### src/rtl/lsu_issue_queue_if.sv
// Dispatch-side and issue-side signals of the LSU issue queue, bundled so the
// queue and its driver share one port definition.
interface lsu_issue_queue_if #(
    parameter int PAYLOAD_W = 64,
    parameter int TAG_W     = 6,
    parameter int CNT_W     = 4
);
    logic                 flush;
    logic                 wen_0;
    logic                 wen_1;
    logic [PAYLOAD_W-1:0] payload_0;
    logic [PAYLOAD_W-1:0] payload_1;
    logic [TAG_W-1:0]     src0_tag_0;
    logic [TAG_W-1:0]     src1_tag_0;
    logic [TAG_W-1:0]     src0_tag_1;
    logic [TAG_W-1:0]     src1_tag_1;
    logic                 src0_rdy_0;
    logic                 src1_rdy_0;
    logic                 src0_rdy_1;
    logic                 src1_rdy_1;
    logic                 wk_valid_0;
    logic                 wk_valid_1;
    logic [TAG_W-1:0]     wk_tag_0;
    logic [TAG_W-1:0]     wk_tag_1;
    logic                 issue_stall;
    logic                 issue_valid;
    logic [PAYLOAD_W-1:0] issue_payload;
    logic                 full;
    logic [CNT_W-1:0]     count;

    modport master (
        output flush, wen_0, wen_1, payload_0, payload_1,
               src0_tag_0, src1_tag_0, src0_tag_1, src1_tag_1,
               src0_rdy_0, src1_rdy_0, src0_rdy_1, src1_rdy_1,
               wk_valid_0, wk_valid_1, wk_tag_0, wk_tag_1, issue_stall,
        input  issue_valid, issue_payload, full, count
    );

    modport slave (
        input  flush, wen_0, wen_1, payload_0, payload_1,
               src0_tag_0, src1_tag_0, src0_tag_1, src1_tag_1,
               src0_rdy_0, src1_rdy_0, src0_rdy_1, src1_rdy_1,
               wk_valid_0, wk_valid_1, wk_tag_0, wk_tag_1, issue_stall,
        output issue_valid, issue_payload, full, count
    );
endinterface

### src/rtl/lsu_issue_queue.sv
// In-order LSU issue queue: two writes per cycle, operand wakeup with
// write-time bypass, single in-order issue from the head entry.
module lsu_issue_queue #(
    parameter int DEPTH     = 8,
    parameter int PAYLOAD_W = 64,
    parameter int TAG_W     = 6
) (
    input  logic            clk,
    input  logic            rst,
    lsu_issue_queue_if.slave bus
);
    localparam int PW = $clog2(DEPTH);
    localparam int CW = PW + 1;

    logic [PAYLOAD_W-1:0] r_payload [DEPTH];
    logic [TAG_W-1:0]     r_tag0    [DEPTH];
    logic [TAG_W-1:0]     r_tag1    [DEPTH];
    logic [DEPTH-1:0]     r_rdy0;
    logic [DEPTH-1:0]     r_rdy1;
    logic [PW-1:0]        r_head;
    logic [PW-1:0]        r_tail;
    logic [CW-1:0]        r_count;
    logic                 r_overflow;

    logic [1:0]    w_nwr;
    logic [1:0]    w_nwr_acc;
    logic [CW:0]   w_sum;
    logic          w_fits;
    logic          w_drop;
    logic          w_issue;
    logic          w_we0;
    logic          w_we1;
    logic [PW-1:0] w_idx1;
    logic          w_rdy00, w_rdy10, w_rdy01, w_rdy11;

    function automatic logic f_hit(input logic [TAG_W-1:0] tag,
                                   input logic v0, input logic [TAG_W-1:0] t0,
                                   input logic v1, input logic [TAG_W-1:0] t1);
        return (v0 && (t0 == tag)) || (v1 && (t1 == tag));
    endfunction

    assign w_issue = (r_count != '0) && r_rdy0[r_head] && r_rdy1[r_head] && !bus.issue_stall;
    assign w_nwr   = {1'b0, bus.wen_0} + {1'b0, bus.wen_1};

    // A write group is taken whole or not at all, accounting for a same-cycle issue.
    assign w_sum     = {1'b0, r_count} + (CW+1)'(w_nwr) - (CW+1)'(w_issue);
    assign w_fits    = (w_sum <= (CW+1)'(DEPTH));
    assign w_drop    = (w_nwr != 2'd0) && !w_fits && !bus.flush;
    assign w_nwr_acc = (w_fits && !bus.flush) ? w_nwr : 2'd0;
    assign w_we0     = bus.wen_0 && w_fits && !bus.flush;
    assign w_we1     = bus.wen_1 && w_fits && !bus.flush;
    assign w_idx1    = bus.wen_0 ? r_tail + PW'(1) : r_tail;

    assign w_rdy00 = bus.src0_rdy_0 | f_hit(bus.src0_tag_0, bus.wk_valid_0, bus.wk_tag_0, bus.wk_valid_1, bus.wk_tag_1);
    assign w_rdy10 = bus.src1_rdy_0 | f_hit(bus.src1_tag_0, bus.wk_valid_0, bus.wk_tag_0, bus.wk_valid_1, bus.wk_tag_1);
    assign w_rdy01 = bus.src0_rdy_1 | f_hit(bus.src0_tag_1, bus.wk_valid_0, bus.wk_tag_0, bus.wk_valid_1, bus.wk_tag_1);
    assign w_rdy11 = bus.src1_rdy_1 | f_hit(bus.src1_tag_1, bus.wk_valid_0, bus.wk_tag_0, bus.wk_valid_1, bus.wk_tag_1);

    assign bus.issue_valid   = w_issue;
    assign bus.issue_payload = r_payload[r_head];
    assign bus.count         = r_count;
    assign bus.full          = (CW'(DEPTH) - r_count) < CW'(2);

    always_ff @(posedge clk or negedge rst) begin
        if (!rst) begin
            r_head     <= '0;
            r_tail     <= '0;
            r_count    <= '0;
            r_overflow <= 1'b0;
        end else begin
            if (w_drop) r_overflow <= 1'b1;
            if (bus.flush) begin
                r_head  <= '0;
                r_tail  <= '0;
                r_count <= '0;
            end else begin
                r_head  <= r_head + PW'(w_issue);
                r_tail  <= r_tail + PW'(w_nwr_acc);
                r_count <= r_count + CW'(w_nwr_acc) - CW'(w_issue);
            end
        end
    end

    // Wakeup marks any matching entry; a same-edge write to that slot overrides it.
    always_ff @(posedge clk or negedge rst) begin
        if (!rst) begin
            r_rdy0 <= '0;
            r_rdy1 <= '0;
        end else begin
            for (int i = 0; i < DEPTH; i++) begin
                if (f_hit(r_tag0[i], bus.wk_valid_0, bus.wk_tag_0, bus.wk_valid_1, bus.wk_tag_1))
                    r_rdy0[i] <= 1'b1;
                if (f_hit(r_tag1[i], bus.wk_valid_0, bus.wk_tag_0, bus.wk_valid_1, bus.wk_tag_1))
                    r_rdy1[i] <= 1'b1;
            end
            if (w_we0) begin
                r_rdy0[r_tail] <= w_rdy00;
                r_rdy1[r_tail] <= w_rdy10;
            end
            if (w_we1) begin
                r_rdy0[w_idx1] <= w_rdy01;
                r_rdy1[w_idx1] <= w_rdy11;
            end
        end
    end

    always_ff @(posedge clk) begin
        if (w_we0) begin
            r_payload[r_tail] <= bus.payload_0;
            r_tag0[r_tail]    <= bus.src0_tag_0;
            r_tag1[r_tail]    <= bus.src1_tag_0;
        end
        if (w_we1) begin
            r_payload[w_idx1] <= bus.payload_1;
            r_tag0[w_idx1]    <= bus.src0_tag_1;
            r_tag1[w_idx1]    <= bus.src1_tag_1;
        end
    end

    a_overflow_cause: assert property (@(posedge clk) disable iff (!rst)
        $rose(r_overflow) |-> $past(w_drop));
endmodule

### src/flat_wrapper.sv
// flat-port wrapper written by rule: the top's interface ports become plain ports
module lsu_issue_queue_flat 
#(
    parameter int DEPTH     = 8,
    parameter int PAYLOAD_W = 64,
    parameter int TAG_W     = 6
)
  (clk, rst, bus_flush, bus_wen_0, bus_wen_1, bus_payload_0, bus_payload_1, bus_src0_tag_0, bus_src1_tag_0, bus_src0_tag_1, bus_src1_tag_1, bus_src0_rdy_0, bus_src1_rdy_0, bus_src0_rdy_1, bus_src1_rdy_1, bus_wk_valid_0, bus_wk_valid_1, bus_wk_tag_0, bus_wk_tag_1, bus_issue_stall, bus_issue_valid, bus_issue_payload, bus_full, bus_count);
  lsu_issue_queue_if #(.PAYLOAD_W(PAYLOAD_W), .TAG_W(TAG_W), .CNT_W(($clog2(DEPTH) + 1))) bus_i ();
  input  logic clk;
  input  logic rst;
  input wire logic [$bits(bus_i.flush)-1:0] bus_flush;
  input wire logic [$bits(bus_i.wen_0)-1:0] bus_wen_0;
  input wire logic [$bits(bus_i.wen_1)-1:0] bus_wen_1;
  input wire logic [$bits(bus_i.payload_0)-1:0] bus_payload_0;
  input wire logic [$bits(bus_i.payload_1)-1:0] bus_payload_1;
  input wire logic [$bits(bus_i.src0_tag_0)-1:0] bus_src0_tag_0;
  input wire logic [$bits(bus_i.src1_tag_0)-1:0] bus_src1_tag_0;
  input wire logic [$bits(bus_i.src0_tag_1)-1:0] bus_src0_tag_1;
  input wire logic [$bits(bus_i.src1_tag_1)-1:0] bus_src1_tag_1;
  input wire logic [$bits(bus_i.src0_rdy_0)-1:0] bus_src0_rdy_0;
  input wire logic [$bits(bus_i.src1_rdy_0)-1:0] bus_src1_rdy_0;
  input wire logic [$bits(bus_i.src0_rdy_1)-1:0] bus_src0_rdy_1;
  input wire logic [$bits(bus_i.src1_rdy_1)-1:0] bus_src1_rdy_1;
  input wire logic [$bits(bus_i.wk_valid_0)-1:0] bus_wk_valid_0;
  input wire logic [$bits(bus_i.wk_valid_1)-1:0] bus_wk_valid_1;
  input wire logic [$bits(bus_i.wk_tag_0)-1:0] bus_wk_tag_0;
  input wire logic [$bits(bus_i.wk_tag_1)-1:0] bus_wk_tag_1;
  input wire logic [$bits(bus_i.issue_stall)-1:0] bus_issue_stall;
  output wire logic [$bits(bus_i.issue_valid)-1:0] bus_issue_valid;
  output wire logic [$bits(bus_i.issue_payload)-1:0] bus_issue_payload;
  output wire logic [$bits(bus_i.full)-1:0] bus_full;
  output wire logic [$bits(bus_i.count)-1:0] bus_count;
  assign bus_i.flush = bus_flush;
  assign bus_i.wen_0 = bus_wen_0;
  assign bus_i.wen_1 = bus_wen_1;
  assign bus_i.payload_0 = bus_payload_0;
  assign bus_i.payload_1 = bus_payload_1;
  assign bus_i.src0_tag_0 = bus_src0_tag_0;
  assign bus_i.src1_tag_0 = bus_src1_tag_0;
  assign bus_i.src0_tag_1 = bus_src0_tag_1;
  assign bus_i.src1_tag_1 = bus_src1_tag_1;
  assign bus_i.src0_rdy_0 = bus_src0_rdy_0;
  assign bus_i.src1_rdy_0 = bus_src1_rdy_0;
  assign bus_i.src0_rdy_1 = bus_src0_rdy_1;
  assign bus_i.src1_rdy_1 = bus_src1_rdy_1;
  assign bus_i.wk_valid_0 = bus_wk_valid_0;
  assign bus_i.wk_valid_1 = bus_wk_valid_1;
  assign bus_i.wk_tag_0 = bus_wk_tag_0;
  assign bus_i.wk_tag_1 = bus_wk_tag_1;
  assign bus_i.issue_stall = bus_issue_stall;
  assign bus_issue_valid = bus_i.issue_valid;
  assign bus_issue_payload = bus_i.issue_payload;
  assign bus_full = bus_i.full;
  assign bus_count = bus_i.count;
  lsu_issue_queue #(.DEPTH(DEPTH), .PAYLOAD_W(PAYLOAD_W), .TAG_W(TAG_W)) u_core (.clk(clk), .rst(rst), .bus(bus_i));
endmodule
### config.mk
export PLATFORM = sky130hd
export DESIGN_NAME = lsu_issue_queue_flat
export DESIGN_NICKNAME = d
export VERILOG_FILES = /design/src/rtl/lsu_issue_queue_if.sv /design/src/rtl/lsu_issue_queue.sv /design/src/flat_wrapper.sv
export SDC_FILE = /design/constraint.sdc
export NUM_CORES = 1
export LEC_CHECK = 0
export BUFFER_PORTS_ARGS = -buffer_cell sky130_fd_sc_hd__clkbuf_2
export CAP_MARGIN = 25
export CORE_MARGIN = 2
export CORE_UTILIZATION = 55
export DETAILED_ROUTE_END_ITERATION = 6
export PLACE_DENSITY = 0.81
export SETUP_SLACK_MARGIN = 0.3
export SYNTH_ARGS = -nofsm -noshare
export SYNTH_HDL_FRONTEND = slang
export SYNTH_SLANG_ARGS = --single-unit
### constraint.sdc
create_clock -name clk -period 9.3 [get_ports clk]
set_input_delay 1.86 -clock clk [delete_from_list [all_inputs] [get_ports clk]]
set_output_delay 1.86 -clock clk [all_outputs]
set_load 0.02 [all_outputs]
==> flow_summary_export.csv <==
group,metric,value,unit
clocking,clkLatencyLatePin,0.61,ns
floorplan,io_pins,246,
synth,synth_seq_cells,634,
route,viasPerCell,6.27,
power,p_int,5.80,mW
status,status,"complete, no violations",
synth,synth_simple_gate_area_share,10.0,%
grt,grt_pass1_vias,23700,
place,dp_slack,2.34,ns
route,first_pass_iters,6,
clocking,cts_tree,"built",
grt,grtUsageTotal,29.1,%
synth,synth_edf_count,608,
synth,syn-cell-area,0.0343,sq mm
finish,final_util,62.1,%
worst_setup_path,worstPathArrival,6.97,ns
worst_setup_path,endpoint_kind,"flop",
finish,drive_gt1_share,32.9,%
place,place.gp.congestion,0.857,
worst_hold_path,hold_class,"reg2reg",
synth,synth_top_family_by_area,"multiplexers",
clocking,cts_setup_buffers,0,
sta,setup_viol,0,
finish,final_common_cell,"nand2_1",
finish,mostFrequentLayoutCells,"668 x nand2_1, 608 x edfxtp_1, 398 x mux2_2",
grt,grt.overflow.total,0,
power,power_density,216,mW/mm^2
power,p_leak,13.7,nW
floorplan,core-area,0.0616,sq mm
synth,synth.distinct_cells,52,
worst_setup_path,crit_path_max_fanout,50,
sta,drv_slew,0,
place,dpl_cell_area,0.0361,sq mm
route,drt_wl_total,93300,um
floorplan,die_x,254,um
sta,finalCritPeriodShare,72.2,%
clocking,cts_buffer_depth,3,
clocking,holdBufCountCts,0,
synth,yosys.area_share.adder,0.723,%
power,p_sw_share,29.8,%
sta,rsz0062_at_grt,"no",
synth,avgSynthCellArea,13.3,sq um
grt,antenna_found_initial,7,
finish,area_delta_synth_final,11.6,%
sta,skew,0.0219,ns
sta,fmax,149,MHz
grt,grt_max_degree,90,
floorplan,rows,91,
floorplan,start_util,55.6,%
clocking,htreeDepth,3,
grt,grt_pass1_wl,140000,um
route,antenna_left,0,
worst_setup_path,worstPathRequired,9.55,ns
place,port_buffers,245,
clocking,numCtsBuffers,70,
power,power_switching,2.46,mW
synth,synthTopCellsByArea,"edfxtp_1 53%, mux2_2 13%, mux4_2 8.5%",
sta,fin_ws,2.58,ns
finish,fin_nets,2938,
sta,holdWs,0.579,ns
run,maxCapViolCount,0,
floorplan,dieArea,0.0643,sq mm
sta,hold_viol,0,
synth,synth_ff_type,"edfxtp_1",
route,num_vias,22800,
synth,syn_nets,2776,
synth,syn_inst,2582,
place,post-dp-hpwl,55900,um
route,drt_drc_violations_left,0,
sta,max_slew_margin,27.8,%
synth,synth-seq-area-share,55.2,%
route,avgRoutedWirePerCell,25.7,um
power,p_seq_share,43.1,%
power,clkPwrFrac,31.8,%
synth,synth_top_area_cell,"edfxtp_1",
synth,synth_xor_area_share,6.39,%
route,drtIter0Drc,2658,
power,p_comb_share,25.1,%
sta,worst_pin_slew,1.08,ns
synth,muxShareOfSynthArea,23.6,%
synth,async_flop_share,4.10,%
worst_setup_path,start_kind,"flop",
worst_setup_path,crit_start,"u_core.r_head[0]",
clocking,clock-sinks,634,
synth,netlist.area_leader.share,53.3,%
finish,stdcell_area,0.0382,sq mm
worst_setup_path,timing.rr.start,"u_core.r_head[0]",
synth,synth-compound-area-share,1.26,%
floorplan,die_h,254,um
clocking,cts_resized,0,
synth,synth_warnings,0,
worst_hold_path,min_from,"u_core.r_rdy1[0]",
sta,setup-tns-final,0,ns
clocking,clk_root_buffer_cell,"clkbuf_16",
clocking,cts.clk_slew.worst_paths,0.06,ns
sta,finalCriticalPeriod,6.72,ns
worst_setup_path,worst-setup-path-type,"reg2reg",
power,peakVddDrop,0.133,mV
==> flip-flops by register name, summed over array words and instances, names as in the netlist <==
register / flops
u_core.r_payload: 512
u_core.r_tag0: 48
u_core.r_tag1: 48
u_core.r_rdy0: 8
u_core.r_rdy1: 8
u_core.bus.count: 4
u_core.r_head: 3
u_core.r_tail: 3
==> cell type report <==
cell class	instances	area (sq um)
fillers	4502	23400
clock inverters	30	235
multi-input cells	1744	14500
repair buffers	279	1540
inverters	15	56.3
clock buffers	91	1870
diodes	8	20.0
flip-flops and latches	634	18900
well taps	837	1050
==> cells by family (layout without fill, tap and decap cells) <==
logic type,count (synthesis),after routing
AO/OA/AOI/OAI,60,60
XOR/XNOR,250,250
adder cells (fa/ha/maj),18,18
buffers and inverters,204,415
flip-flops,634,634
multiplexers,590,590
other,0,8
AND/OR/NAND/NOR,826,826
==> path summary, 6_finish.rpt <==
check                                           to  cells after the start  slack (ns)
min in group asynchronous      u_core.bus.count[1]                      1        1.30
hold reg to reg                   u_core.r_rdy1[0]                      2        0.58
max in group asynchronous         u_core.r_head[2]                      1        7.46
hold / removal                    u_core.r_rdy1[0]                      2        0.58
setup / recovery           u_core.r_payload[7][16]                     13        2.58
setup reg to reg           u_core.r_payload[7][16]                     13        2.58
==> critical path, cell delays in order (launching register included) <==
cell and delay, ns:
dfrtp_4 1.07, o21ai_0 0.22, mux4_2 0.58, nand2_1 0.19
xnor2_1 0.13, ha_1 0.23, fa_1 0.47, xor2_1 0.18
or3_1 0.35, a311oi_4 0.64, buf_4 0.46, nand3_4 0.41
nand2_4 0.80, buf_4 0.52
==> metrics by stage <==
stage / cells / total power [mW]
4_1_cts: 3630 / 8.28
2_1_floorplan: 2582 / 5.03
5_1_grt: 3636 / 8.54
3_5_place_dp: 3509 / 5.68
3_3_place_gp: 3505 / 5.61
6_report: 3638 / 8.26
==> power groups by stage <==
stage	registers, mW	clock network, mW	logic [mW]
floorplan	3.57	0	1.46
CTS	3.56	2.64	2.08
global placement	3.61	0	2.00
detailed placement	3.62	0	2.06
finish	3.56	2.63	2.08
global route	3.58	2.74	2.21
==> Yosys cell counts, types with 13 or more instances <==
master	number
inv_1	15
nor3_1	13
nand2_1	676
ha_1	15
nor4_1	36
xor2_1	125
mux4_2	129
nor2_1	20
buf_2	68
dfrtp_1	26
nand4_1	40
clkbuf_1	82
buf_1	19
edfxtp_1	608
mux2_1	58
mux2_2	398
xnor2_1	125
==> per-layer routing <==
metal / GRT usage (%) / vias to the layer above / share of wire, %
li1: - / 9798 / -
met1: 37.1 / 11400 / 38
met2: 49.7 / 1298 / 50
met3: 4.65 / 271 / 8.5
met4: 12.0 / 2 / 3.7
met5: 0 / - / 0.017
(Power assumes the default switching activity.)
